`src/rtl/uart_tx_arbiter.sv`:
```
// Shares one uarttx byte transmitter among NREQ requesters using send/ready handshakes.
// Round-robin arbitration by default; define UART_ARB_FIXED_PRIO_EN for fixed lowest-index priority.
module uart_tx_arbiter #(
  parameter int NREQ = 4
) (
  input  logic              clock115200,
  input  logic              resetn,
  input  logic [NREQ-1:0]   req,
  input  logic [8*NREQ-1:0] req_data,
  output logic [NREQ-1:0]   ack,
  output logic              busy,
  output logic [7:0]        tx_data,
  output logic              tx_send,
  input  logic              tx_ready
);

  localparam int PW = $clog2(NREQ);

  typedef enum logic [1:0] {IDLE, START, WAIT_BUSY, WAIT_DONE} state_t;

  state_t        state;
  logic [PW-1:0] win;
  logic          found;

`ifdef UART_ARB_FIXED_PRIO_EN
  // Downward scan so the lowest set index is the last assignment and wins.
  always_comb begin
    win   = '0;
    found = 1'b0;
    for (int i = NREQ - 1; i >= 0; i--) begin
      if (req[i]) begin
        win   = PW'(i);
        found = 1'b1;
      end
    end
  end
`else
  logic [PW-1:0] ptr;
  logic [PW:0]   sum;
  logic [PW-1:0] idx;

  // Scan from ptr upward, wrapping at NREQ, which may not be a power of two.
  always_comb begin
    win   = '0;
    found = 1'b0;
    sum   = '0;
    idx   = '0;
    for (int k = 0; k < NREQ; k++) begin
      sum = {1'b0, ptr} + (PW+1)'(k);
      if (sum >= (PW+1)'(NREQ)) sum = sum - (PW+1)'(NREQ);
      idx = sum[PW-1:0];
      if (!found && req[idx]) begin
        win   = idx;
        found = 1'b1;
      end
    end
  end
`endif

  always_ff @(posedge clock115200 or negedge resetn) begin
    if (!resetn) begin
      state   <= IDLE;
      ack     <= '0;
      busy    <= 1'b0;
      tx_send <= 1'b0;
      tx_data <= 8'h00;
`ifndef UART_ARB_FIXED_PRIO_EN
      ptr     <= '0;
`endif
    end else begin
      case (state)
        IDLE: begin
          if (found && tx_ready) begin
            tx_data <= req_data[{win, 3'b000} +: 8];
            tx_send <= 1'b1;
            ack     <= NREQ'(1) << win;
            busy    <= 1'b1;
            state   <= START;
`ifndef UART_ARB_FIXED_PRIO_EN
            ptr     <= (win == PW'(NREQ - 1)) ? '0 : win + 1'b1;
`endif
          end
        end
        // tx_ready is still the pre-send value here, so it is not looked at.
        START: begin
          tx_send <= 1'b0;
          ack     <= '0;
          state   <= WAIT_BUSY;
        end
        WAIT_BUSY: begin
          if (!tx_ready) state <= WAIT_DONE;
        end
        WAIT_DONE: begin
          if (tx_ready) begin
            busy  <= 1'b0;
            state <= IDLE;
          end
        end
        default: begin
          state <= IDLE;
          busy  <= 1'b0;
        end
      endcase
    end
  end

endmodule

```
`config.mk`:
```
export PLATFORM = sky130hd
export DESIGN_NAME = uart_tx_arbiter
export DESIGN_NICKNAME = d
export VERILOG_FILES = /design/src/rtl/uart_tx_arbiter.sv
export SDC_FILE = /design/constraint.sdc
export NUM_CORES = 1
export LEC_CHECK = 0
export ABC_CLOCK_PERIOD_IN_PS = 2500
export BUFFER_PORTS_ARGS = -buffer_cell sky130_fd_sc_hd__buf_2
export CAP_MARGIN = 10
export CORE_MARGIN = 3
export CORE_UTILIZATION = 49
export DETAILED_ROUTE_END_ITERATION = 10
export GPL_ROUTABILITY_DRIVEN = 0
export PLACE_DENSITY = 0.79
export REMOVE_ABC_BUFFERS = 1
export SETUP_SLACK_MARGIN = 0.05
export SYNTH_ARGS = -nofsm -noshare
export SYNTH_HDL_FRONTEND = slang
export SYNTH_SLANG_ARGS = --single-unit
```
`constraint.sdc`:
```
create_clock -name clock115200 -period 2.5 [get_ports clock115200]
set_clock_uncertainty 0.1 [all_clocks]
set_input_delay 0.375 -clock clock115200 [delete_from_list [all_inputs] [get_ports clock115200]]
set_output_delay 0.375 -clock clock115200 [all_outputs]
set_load 0.05 [all_outputs]
```
==> flow_summary.toml, run 1 <==
[logic_synthesis]
yosysWarnings = 0
syn_inst = 138
synth-seq-area-share_pct = 31.52
synth_seq_cells = 18
syn_area_per_cell_um2 = 10.35
synth_cell_types = 38
synth_area_um2 = 1429

[setup_path]
rrSetupSlack_ns = 0.40
arrival_ns = 2.23
cp_slowest_cell = "and3_4"
critical_path_class = "flop to flop"
cp.required_ns = 2.63
crit_path_start_kind = "flop"
crit_chain = "nor2b_2, o21ai_4, and3_4, or3b_1, o21ai_1"
crit_fanout = 22
crit_path_end_kind = "flop"
worstRegToRegCells = 5
slowest_delay_ns = 0.51
cp_num_cells = 5
crit_buf_inv = 0
rr_startpoint = "ptr[1]"
timing.rr.end = "ack[3]"
critical-path-top-delay-family = "simple AND/OR/NAND/NOR gates"

[routing]
vias = 1251
routedWlPerCell_um = 16.39
firstDrtPassIters = 4
wl_um = 3574
drt_iter0_markers = 42
route.met3.wl_um = 210
post-route-drc-count = 0
wl_met1_um = 1371
wl_met2_um = 1950
top_layer = "met4"
vias_per_cell = 5.739
ant_nets = 0

[sta]
worst_slew_margin_rel_pct = 55.23
slew_violations = 0
worst_slack_ns = 0.4024
rsz0062_at_grt = "no"
finalHoldViolCount = 0
setup_viol = 0
finalCriticalPeriod_ns = 2.098
finalHoldWorstSlack_ns = 0.3044
max_freq_ghz = 0.4767
fin_tns_setup_ns = 0
fin_crit_sh_pct = 83.90
tightest_slew_ns = 0.6696

[global_route]
grt_usage_pct = 20.67
grt_max_degree = 23
overflow = 0
grt_pass1_vias = 1262
antenna_found_initial = 0
grt_pass1_wl_um = 5637

[power]
p_seq_share_pct = 25.8
swShare_pct = 55.74
pwr_density_cell_nw_per_um2 = 1186
p_comb_share_pct = 66.7
p_int_mw = 0.8907
p_switching_mw = 1.122
power.clock.fraction_pct = 7.5
total_power_mw = 2.013
power_leakage_nw = 0.7544
ir_drop_mv = 0.8031

[cts]
cts_setup_buffers = 0
numCtsBuffers = 3
clock_latency_ns = 0.30
clockBufferDepth = 2
cts_tree = "built"
cts.sinks = 18
cts-resized-gates = 0
cts_hold_buf = 1
path_clk_slew_ns = 0.11
htree_num_levels = 1
root_buffer = "clkbuf_4"

[placed_design]
placedCellCount = 214
placed_cell_area_um2 = 1664
dp_hpwl_um = 2836
io_buffers = 52
place_ws_ns = 0.4204

[floorplanning]
die_h_um = 60
core_um2 = 2613
io_pins = 53
die_width_um = 60
start_util_pct = 54.69
dieArea_um2 = 3600
num_rows = 18

[finish]
diodes = 0
nets = 233
area_delta_synth_final_pct = 18.74
drive_gt1_share_pct = 43.09
finalNonFillerCells = 218
final_common_cell = "buf_2"
finalInstanceArea_um2 = 1697
final_util_pct = 64.94
final_cell_mix = "52 x buf_2, 18 x dfrtp_1, 13 x inv_1, 13 x nor2_1, 12 x nand2_1"

[job]
maxCapViolCount = 0

[outcome]
outcome = "finished, final reports clean"

[min_path]
hold_end = "tx_data[3]"
hp-class = "input port to flop"
min_from = "req_data[27]"
hold_depth = 3
[Yosys cell counts (all sizes together)]
cell | n | share of area (%)
a2111oi | 8 | 14
o21ai | 13 | 5.3
inv | 13 | 3.4
and2 | 3 | 1.5
a22o | 1 | 0.61
or3b | 1 | 0.61
nand2b | 3 | 1.3
nor4 | 1 | 1.5
nand3b | 1 | 0.53
a221oi | 1 | 1.1
o221ai | 1 | 0.61
nor2 | 14 | 3.9
mux2i | 8 | 5.6
o22ai | 1 | 0.44
nand3 | 2 | 0.70
a21o | 1 | 0.53
o211ai | 1 | 0.88
clkbuf | 1 | 0.26
or4 | 1 | 0.53
a211oi | 8 | 7.0
dfrtp | 18 | 32
a21oi | 2 | 0.70
and3 | 1 | 0.79
a31oi | 8 | 3.5
nor2b | 1 | 0.61
ha | 4 | 3.5
nand2 | 12 | 3.2
xor2 | 1 | 0.61
buf | 7 | 5.2
o31ai | 1 | 0.53
[registers in the layout, indices dropped and copies added (netlist names)]
signal   cells
ack          4
tx_send      1
ptr          2
state        2
tx_data      8
busy         1
[logic make-up after synthesis]
family / after synthesis / share of synthesized area (%)
muxes: 8 / 5.604
xor gates and xnor gates: 1 / 0.6131
buffers and inverters: 21 / 8.843
and+or+nand+nor: 40 / 15.06
DFF: 18 / 31.52
adders and majority gates: 4 / 3.503
AOI/OAI and AO/OA: 46 / 34.85
[final cells by class]
cell class,instances,area [um2]
clock buffer,3,22.52
fill,219,915.9
inverter,13,48.80
multi-input combinational,99,852.1
sequential,18,450.4
tap,30,37.54
timing repair buffer,55,285.3
[worst register-to-register path: stages (launching register included)]
cell and delay [ns]:
dfrtp_1 0.45, nor2b_2 0.20, o21ai_4 0.26, and3_4 0.51, or3b_1 0.40, o21ai_1 0.11
[how the worst max path moves through the flow]
stage / start / to / slack (ns)
2_1_floorplan: ptr[1] / ack[2] / 0.57
6_report: ptr[1] / ack[3] / 0.40
5_1_grt: ptr[1] / ack[3] / 0.28
4_1_cts: ptr[1] / ack[3] / 0.42
3_3_place_gp: req[3] / ack[3] / 0.50
3_5_place_dp: req[2] / ack[3] / 0.42
[per-layer routing]
layer | vias up | global-route usage, %
met4 | 0 | 5.696
li1 | 603 | -
met5 | - | 0
met1 | 595 | 24.00
met2 | 46 | 38.73
met3 | 7 | 3.024
[power by group through the flow]
stage          registers [mW]  clock network, mW  logic, mW
3_3_place_gp            0.514                  0       1.30
3_5_place_dp            0.524                  0       1.35
2_1_floorplan           0.875                  0      0.669
4_1_cts                 0.519              0.153       1.35
5_1_grt                 0.538              0.167       1.44
6_report                0.519              0.152       1.34
Note: power is estimated with default switching activity, not from simulation.
==> inputs of run 2 (changes only) <==
--- a/config.mk
+++ b/config.mk
@@ -5,14 +5,15 @@
 export SDC_FILE = /design/constraint.sdc
 export NUM_CORES = 1
 export LEC_CHECK = 0
-export ABC_CLOCK_PERIOD_IN_PS = 2500
+export ABC_AREA = 1
+export ABC_CLOCK_PERIOD_IN_PS = 1690
 export BUFFER_PORTS_ARGS = -buffer_cell sky130_fd_sc_hd__buf_2
 export CAP_MARGIN = 10
 export CORE_MARGIN = 3
-export CORE_UTILIZATION = 49
+export CORE_UTILIZATION = 44
 export DETAILED_ROUTE_END_ITERATION = 10
 export GPL_ROUTABILITY_DRIVEN = 0
-export PLACE_DENSITY = 0.79
+export PLACE_DENSITY = 0.76
 export REMOVE_ABC_BUFFERS = 1
 export SETUP_SLACK_MARGIN = 0.05
 export SYNTH_ARGS = -nofsm -noshare
==> constraint.sdc (replaced) <==
create_clock -name clock115200 -period 1.69 [get_ports clock115200]
set_clock_uncertainty 0.1 [all_clocks]
set_input_delay 0.2535 -clock clock115200 [delete_from_list [all_inputs] [get_ports clock115200]]
set_output_delay 0.2535 -clock clock115200 [all_outputs]
set_load 0.05 [all_outputs]
==> run 2 against run 1 <==
Effect of this change:
- the run now ends with negative setup slack left
- count of clock-buffer cells in the layout increased by 1
- setup slack lost 0.74 ns
- largest cell class unchanged
- core utilization up 7.3 points
- flip-flop and latch count is the same
- final area rose by 23%
==> flow_summary.toml, run 2 <==
[routing]
ant_nets = 0
post-route-drc-count = 0
drt_iter0_markers = 72
vias_per_cell = 4.880
wl_um = 4077
firstDrtPassIters = 4
routedWlPerCell_um = 11.89
vias = 1674

[logic_synthesis]
synth_cell_types = 21
synth.most_common_cell = "nand2_1"
syn_inst = 226
netlist_top_cells_area = "nand2_1 35%, dfrtp_1 33%, nand3_1 9.0%, ha_1 3.6%, inv_1 3.5%"
ys_async_sr_fraction_pct = 100.0
syn_area_per_cell_um2 = 6.129
synth_area_um2 = 1385
synth_seq_cells = 18
synth.largest_area_cell = "nand2_1"
synth_flop_cell = "dfrtp_1"
synth_top_cell_area_share_pct = 34.96
synth_edf_count = 0
yosysWarnings = 0
synth_common_cells = "129 x nand2_1, 25 x nand3_1, 18 x dfrtp_1"
synth-seq-area-share_pct = 32.52

[global_route]
grt_pass1_vias = 1521
antenna_found_initial = 0
grt_usage_pct = 19.95
overflow = 0
grt_pass1_wl_um = 6472
grt_max_degree = 19

[placed_design]
io_buffers = 52
place_ws_ns = -0.3102
placed_cell_area_um2 = 1780
dp_hpwl_um = 2786

[floorplanning]
die_width_um = 62.11
core_um2 = 2877
dieArea_um2 = 3857
die_h_um = 62.11
start_util_pct = 48.15
io_pins = 53
num_rows = 19

[setup_path]
arrival_ns = 2.12
crit_fanout = 8
critical_path_class = "flop to flop"
crit_path_start_kind = "flop"
cp.required_ns = 1.78
crit_path_end_kind = "flop"

[finish]
reg.largest.list = "tx_data x8, ack x4"
largest_reg_flops = 8
fillCellCount = 259
drive_gt1_share_pct = 44.85
finalInstanceArea_um2 = 2079
final_common_cell = "nand2_1"
diodes = 0
regMostFlops = "tx_data"
area_delta_synth_final_pct = 50.14
nets = 345
final_cell_mix = "104 x nand2_1, 52 x buf_2, 25 x nand2_2, 21 x nand3_1, 17 x buf_4"

[cts]
clock_latency_ns = 0.29
clockBufferDepth = 2
cts_tree = "built"
numCtsBuffers = 3
root_buffer = "clkbuf_4"
path_clk_slew_ns = 0.11
htree_num_levels = 1
cts.sinks = 18

[sta]
tightest_slew_ns = 0.4037
slew_violations = 0
finalCriticalPeriod_ns = 2.024
fin_tns_setup_ns = -4.900
fin_crit_sh_pct = 119.8
rsz0062_at_grt = "yes"
worst_slew_margin_rel_pct = 73.08
setup_viol = 18
finalHoldViolCount = 0
max_freq_ghz = 0.4941
worst_slack_ns = -0.3341

[min_path]
hp-class = "input port to flop"

[outcome]
outcome = "complete, but fails checks"
failed_checks = "negative setup slack"

[job]
maxCapViolCount = 0
run 2: stage by stage:
| step | instances | hold WS, ns | utilization (%) |
|---|---|---|---|
| after floorplan | 218 | -0.1421 | - |
| final | 343 | 0.2300 | 72.29 |
| after CTS | 339 | 0.2289 | 68.33 |
| after detailed placement | 331 | 0.1004 | 61.90 |
| after global placement | 331 | 0.1062 | 61.90 |
| after global routing | 343 | 0.2819 | 72.29 |
run 2: final cells by class:
class                           instances  area [um2]  share of cell area (%)
Inverter                               16       66.31                   3.189
Tap cell                               42       52.55                   2.527
Timing Repair Buffer                   77       476.7                   22.92
Clock buffer                            4       36.28                   1.745
Timing Repair inverter                  2       15.01                  0.7220
Multi-Input combinational cell        184       979.7                   47.11
Sequential cell                        18       452.9                   21.78
run 2: metal layers:
metal  global-route usage [%]  share of wire (%)  up-vias
met2                    34.01                 51       55
li1                         -                  -      857
met1                    25.63                 42      760
met4                    5.525               0.69        0
met3                    4.144                5.9        2
met5                        0                  0        -
run 2: cell families after synthesis:
| logic type | count (synthesis) | synth area share [%] |
|---|---|---|
| compound gates | 12 | 4.697 |
| simple gates | 168 | 50.50 |
| flops | 18 | 32.52 |
| buf+inv | 24 | 8.672 |
| fa+ha+maj | 4 | 3.614 |
run 2: worst max-delay path, stage by stage (launching register included):
cell        delay [ns]
dfrtp_2           0.50
clkinvlp_4        0.16
nand2_2           0.08
nand2_1           0.07
o21ai_2           0.21
inv_1             0.12
nand3_4           0.12
nand3_4           0.14
buf_4             0.17
buf_4             0.14
nand2_1           0.05
nand2_1           0.05
run 2: worst paths after layout:
check / from / endpoint / slack, ns / depth (start not counted)
min: req_data[20] / tx_data[4] / 0.23 / 7
max: ptr[0] / tx_data[5] / -0.33 / 11
max in group asynchronous: resetn / ptr[0] / 0.87 / 2
min reg2reg: tx_send / tx_send / 0.37 / 2
min in group asynchronous: resetn / state[0] / 0.31 / 2
max reg2reg: ptr[0] / tx_data[5] / -0.33 / 11
run 2: what timing repair did:
item / 4_1_cts / 5_1_grt
pin swaps: 13 / 23
hold buffers: 1 / 0
resized for setup: 34 / 28
endpoints found under the hold margin: 18 / 0
setup buffers: 1 / 3
setup endpoints to repair: 18 / 18
cloned: 2 / 1
Power of run 2 is not shown: default switching activity piles up to over one toggle a cycle in this logic, so the estimate is an artifact.
==> inputs of run 3 (changes only) <==
--- a/config.mk
+++ b/config.mk
@@ -5,7 +5,7 @@
 export SDC_FILE = /design/constraint.sdc
 export NUM_CORES = 1
 export LEC_CHECK = 0
-export ABC_AREA = 1
+export ABC_AREA = 0
 export ABC_CLOCK_PERIOD_IN_PS = 1690
 export BUFFER_PORTS_ARGS = -buffer_cell sky130_fd_sc_hd__buf_2
 export CAP_MARGIN = 10
@@ -13,9 +13,10 @@
 export CORE_UTILIZATION = 44
 export DETAILED_ROUTE_END_ITERATION = 10
 export GPL_ROUTABILITY_DRIVEN = 0
-export PLACE_DENSITY = 0.76
+export PLACE_DENSITY = 0.75
 export REMOVE_ABC_BUFFERS = 1
 export SETUP_SLACK_MARGIN = 0.05
 export SYNTH_ARGS = -nofsm -noshare
 export SYNTH_HDL_FRONTEND = slang
 export SYNTH_SLANG_ARGS = --single-unit
+export TNS_END_PERCENT = 1
==> run 3 against run 2 <==
Effect of this change:
- the flow still finishes with violations (negative setup slack)
- hold slack worse by 0.041 ns
- sequential share of layout area up 1.0 points
- wire length down 11%
- setup slack better by 0.27 ns
- count of clock-buffer cells in the layout unchanged
- final area down 4.8%
- flip-flop and latch count unchanged
- critical path depth down 5
- global-route usage down 1.9 points
- maximum frequency up 16%
- die area up 2.9%
==> flow_summary.toml, run 3 (same netlist as run 1, synthesis figures left out) <==
[outcome]
outcome = "complete, but fails checks"
failed_checks = "negative setup slack"

[floorplanning]
io_pins = 53
die_width_um = 62.99
die_h_um = 62.99
start_util_pct = 46.42
core_um2 = 3078
dieArea_um2 = 3967
num_rows = 20

[global_route]
grt_max_degree = 19
grt_pass1_vias = 1313
overflow = 0
antenna_found_initial = 0
grt_pass1_wl_um = 5768
grt_usage_pct = 18.01

[routing]
vias_per_cell = 5.293
ant_nets = 0
routedWlPerCell_um = 14.51
post-route-drc-count = 0
firstDrtPassIters = 6
wl_um = 3614
vias = 1318
drt_iter0_markers = 31

[setup_path]
crit_buf_inv = 1
critical-path-top-delay-family = "compound AO/OA/AOI/OAI gates"
slowest_delay_ns = 0.46
cp.required_ns = 1.78
crit_fanout = 6
crit_chain = "nand2b_1, a21o_1, and3_4, buf_12, a2111oi_4, a211oi_2"
crit_path_start_kind = "flop"
crit_path_end_kind = "flop"
arrival_ns = 1.84
cp_slowest_cell = "dfrtp_2"
critical_path_class = "flop to flop"

[sta]
finalHoldViolCount = 0
setup_viol = 11
max_freq_ghz = 0.5715
tightest_slew_ns = 0.4398
worst_slack_ns = -0.05979
fin_crit_sh_pct = 103.5
rsz0062_at_grt = "yes"
finalCriticalPeriod_ns = 1.750
slew_violations = 0
worst_slew_margin_rel_pct = 70.68

[finish]
drive_gt1_share_pct = 51.71
reg.largest.list = "tx_data x8, ack x4"
largest_reg_flops = 8
regMostFlops = "tx_data"
final_cell_mix = "52 x buf_2, 17 x dfrtp_1, 13 x inv_1, 12 x nor2_1, 12 x buf_4"
nets = 249
finalNonFillerCells = 249
final_common_cell = "buf_2"
area_delta_synth_final_pct = 38.62
diodes = 0

[cts]
cts_tree = "built"
htree_num_levels = 1
cts.sinks = 18
path_clk_slew_ns = 0.11
clockBufferDepth = 2
clock_latency_ns = 0.30
numCtsBuffers = 3
root_buffer = "clkbuf_4"

[placed_design]
dp_hpwl_um = 2814
io_buffers = 52
place_ws_ns = -0.1161
placedCellCount = 242

[job]
maxCapViolCount = 0

[power]
power_leakage_nw = 0.8692
ir_drop_mv = 0.7812
pwr_density_cell_nw_per_um2 = 1737
total_power_mw = 3.440

[min_path]
hp-class = "input port to flop"
## run 3: changes by cell type in the layout (fill, tap and decap cells not counted), sizes merged, moves of 2 or more
cell,change
inv,-2
nor2,+6
and2,+3
clkinvlp,-3
nand2,-121
a211oi,+8
o21ai,+7
a2111oi,+8
mux2i,+8
nand2b,+3
a31oi,+8
nand3,-24
buf,-6
## run 3: final timing paths
| check | start | endpoint | slack (ns) | cells after the start |
|---|---|---|---|---|
| hold reg to reg | tx_send | tx_send | 0.41 | 2 |
| hold / removal | req_data[27] | tx_data[3] | 0.19 | 3 |
| setup / recovery | ptr[1] | tx_data[3] | -0.06 | 6 |
| max in group asynchronous | resetn | ptr[1] | 0.81 | 2 |
| min in group asynchronous | resetn | tx_data[1] | 0.35 | 2 |
| setup reg to reg | ptr[1] | tx_data[3] | -0.06 | 6 |
## run 3: layer usage
metal,track usage [%],vias to the layer above,wire (um)
li1,-,638,-
met1,20.72,644,1467
met2,33.33,31,1973
met3,2.698,5,130
met4,6.336,0,42
met5,0,-,0
## run 3: area by class of cell
cell class                 count  area, um2
clock buffer                   4      36.28
fill                         248       1097
inverter                      13      48.80
multi-input combinational     99      917.1
sequential                    18      451.7
tap                           44      55.05
timing repair buffer          71      471.7
## run 3: per-stage QoR
step	hold WS (ns)	cell area (um2)	TNS (ns)	utilization [%]
after floorplan	-0.1421	1351	-1.427	-
after global placement	0.1099	1837	-0.4157	59.67
after detailed placement	0.1185	1837	-0.8813	59.67
after CTS	0.1922	1947	-0.7167	63.25
after global routing	0.1801	1981	-1.469	64.35
final	0.1891	1981	-0.5242	64.35
## run 3: timing repair
item                       in CTS  in global routing
hold endpoints to repair       18                  0
pin swaps                      10                  8
buffers inserted                2                  0
setup endpoints to repair      11                 15
hold buffers                    1                  0
resized for setup               5                  8
## run 3: power by group
| part | leakage, nW | internal [mW] | switching (mW) |
|---|---|---|---|
| Sequential | 0.213 | 0.636 | 0.123 |
| Combinational | 0.635 | 0.910 | 1.50 |
| Clock | 0.0210 | 0.131 | 0.144 |
## run 3: tightest hold or removal path, stage by stage
cell and delay (ns):
buf_2 0.10, a2111oi_4 0.07, a211oi_2 0.12
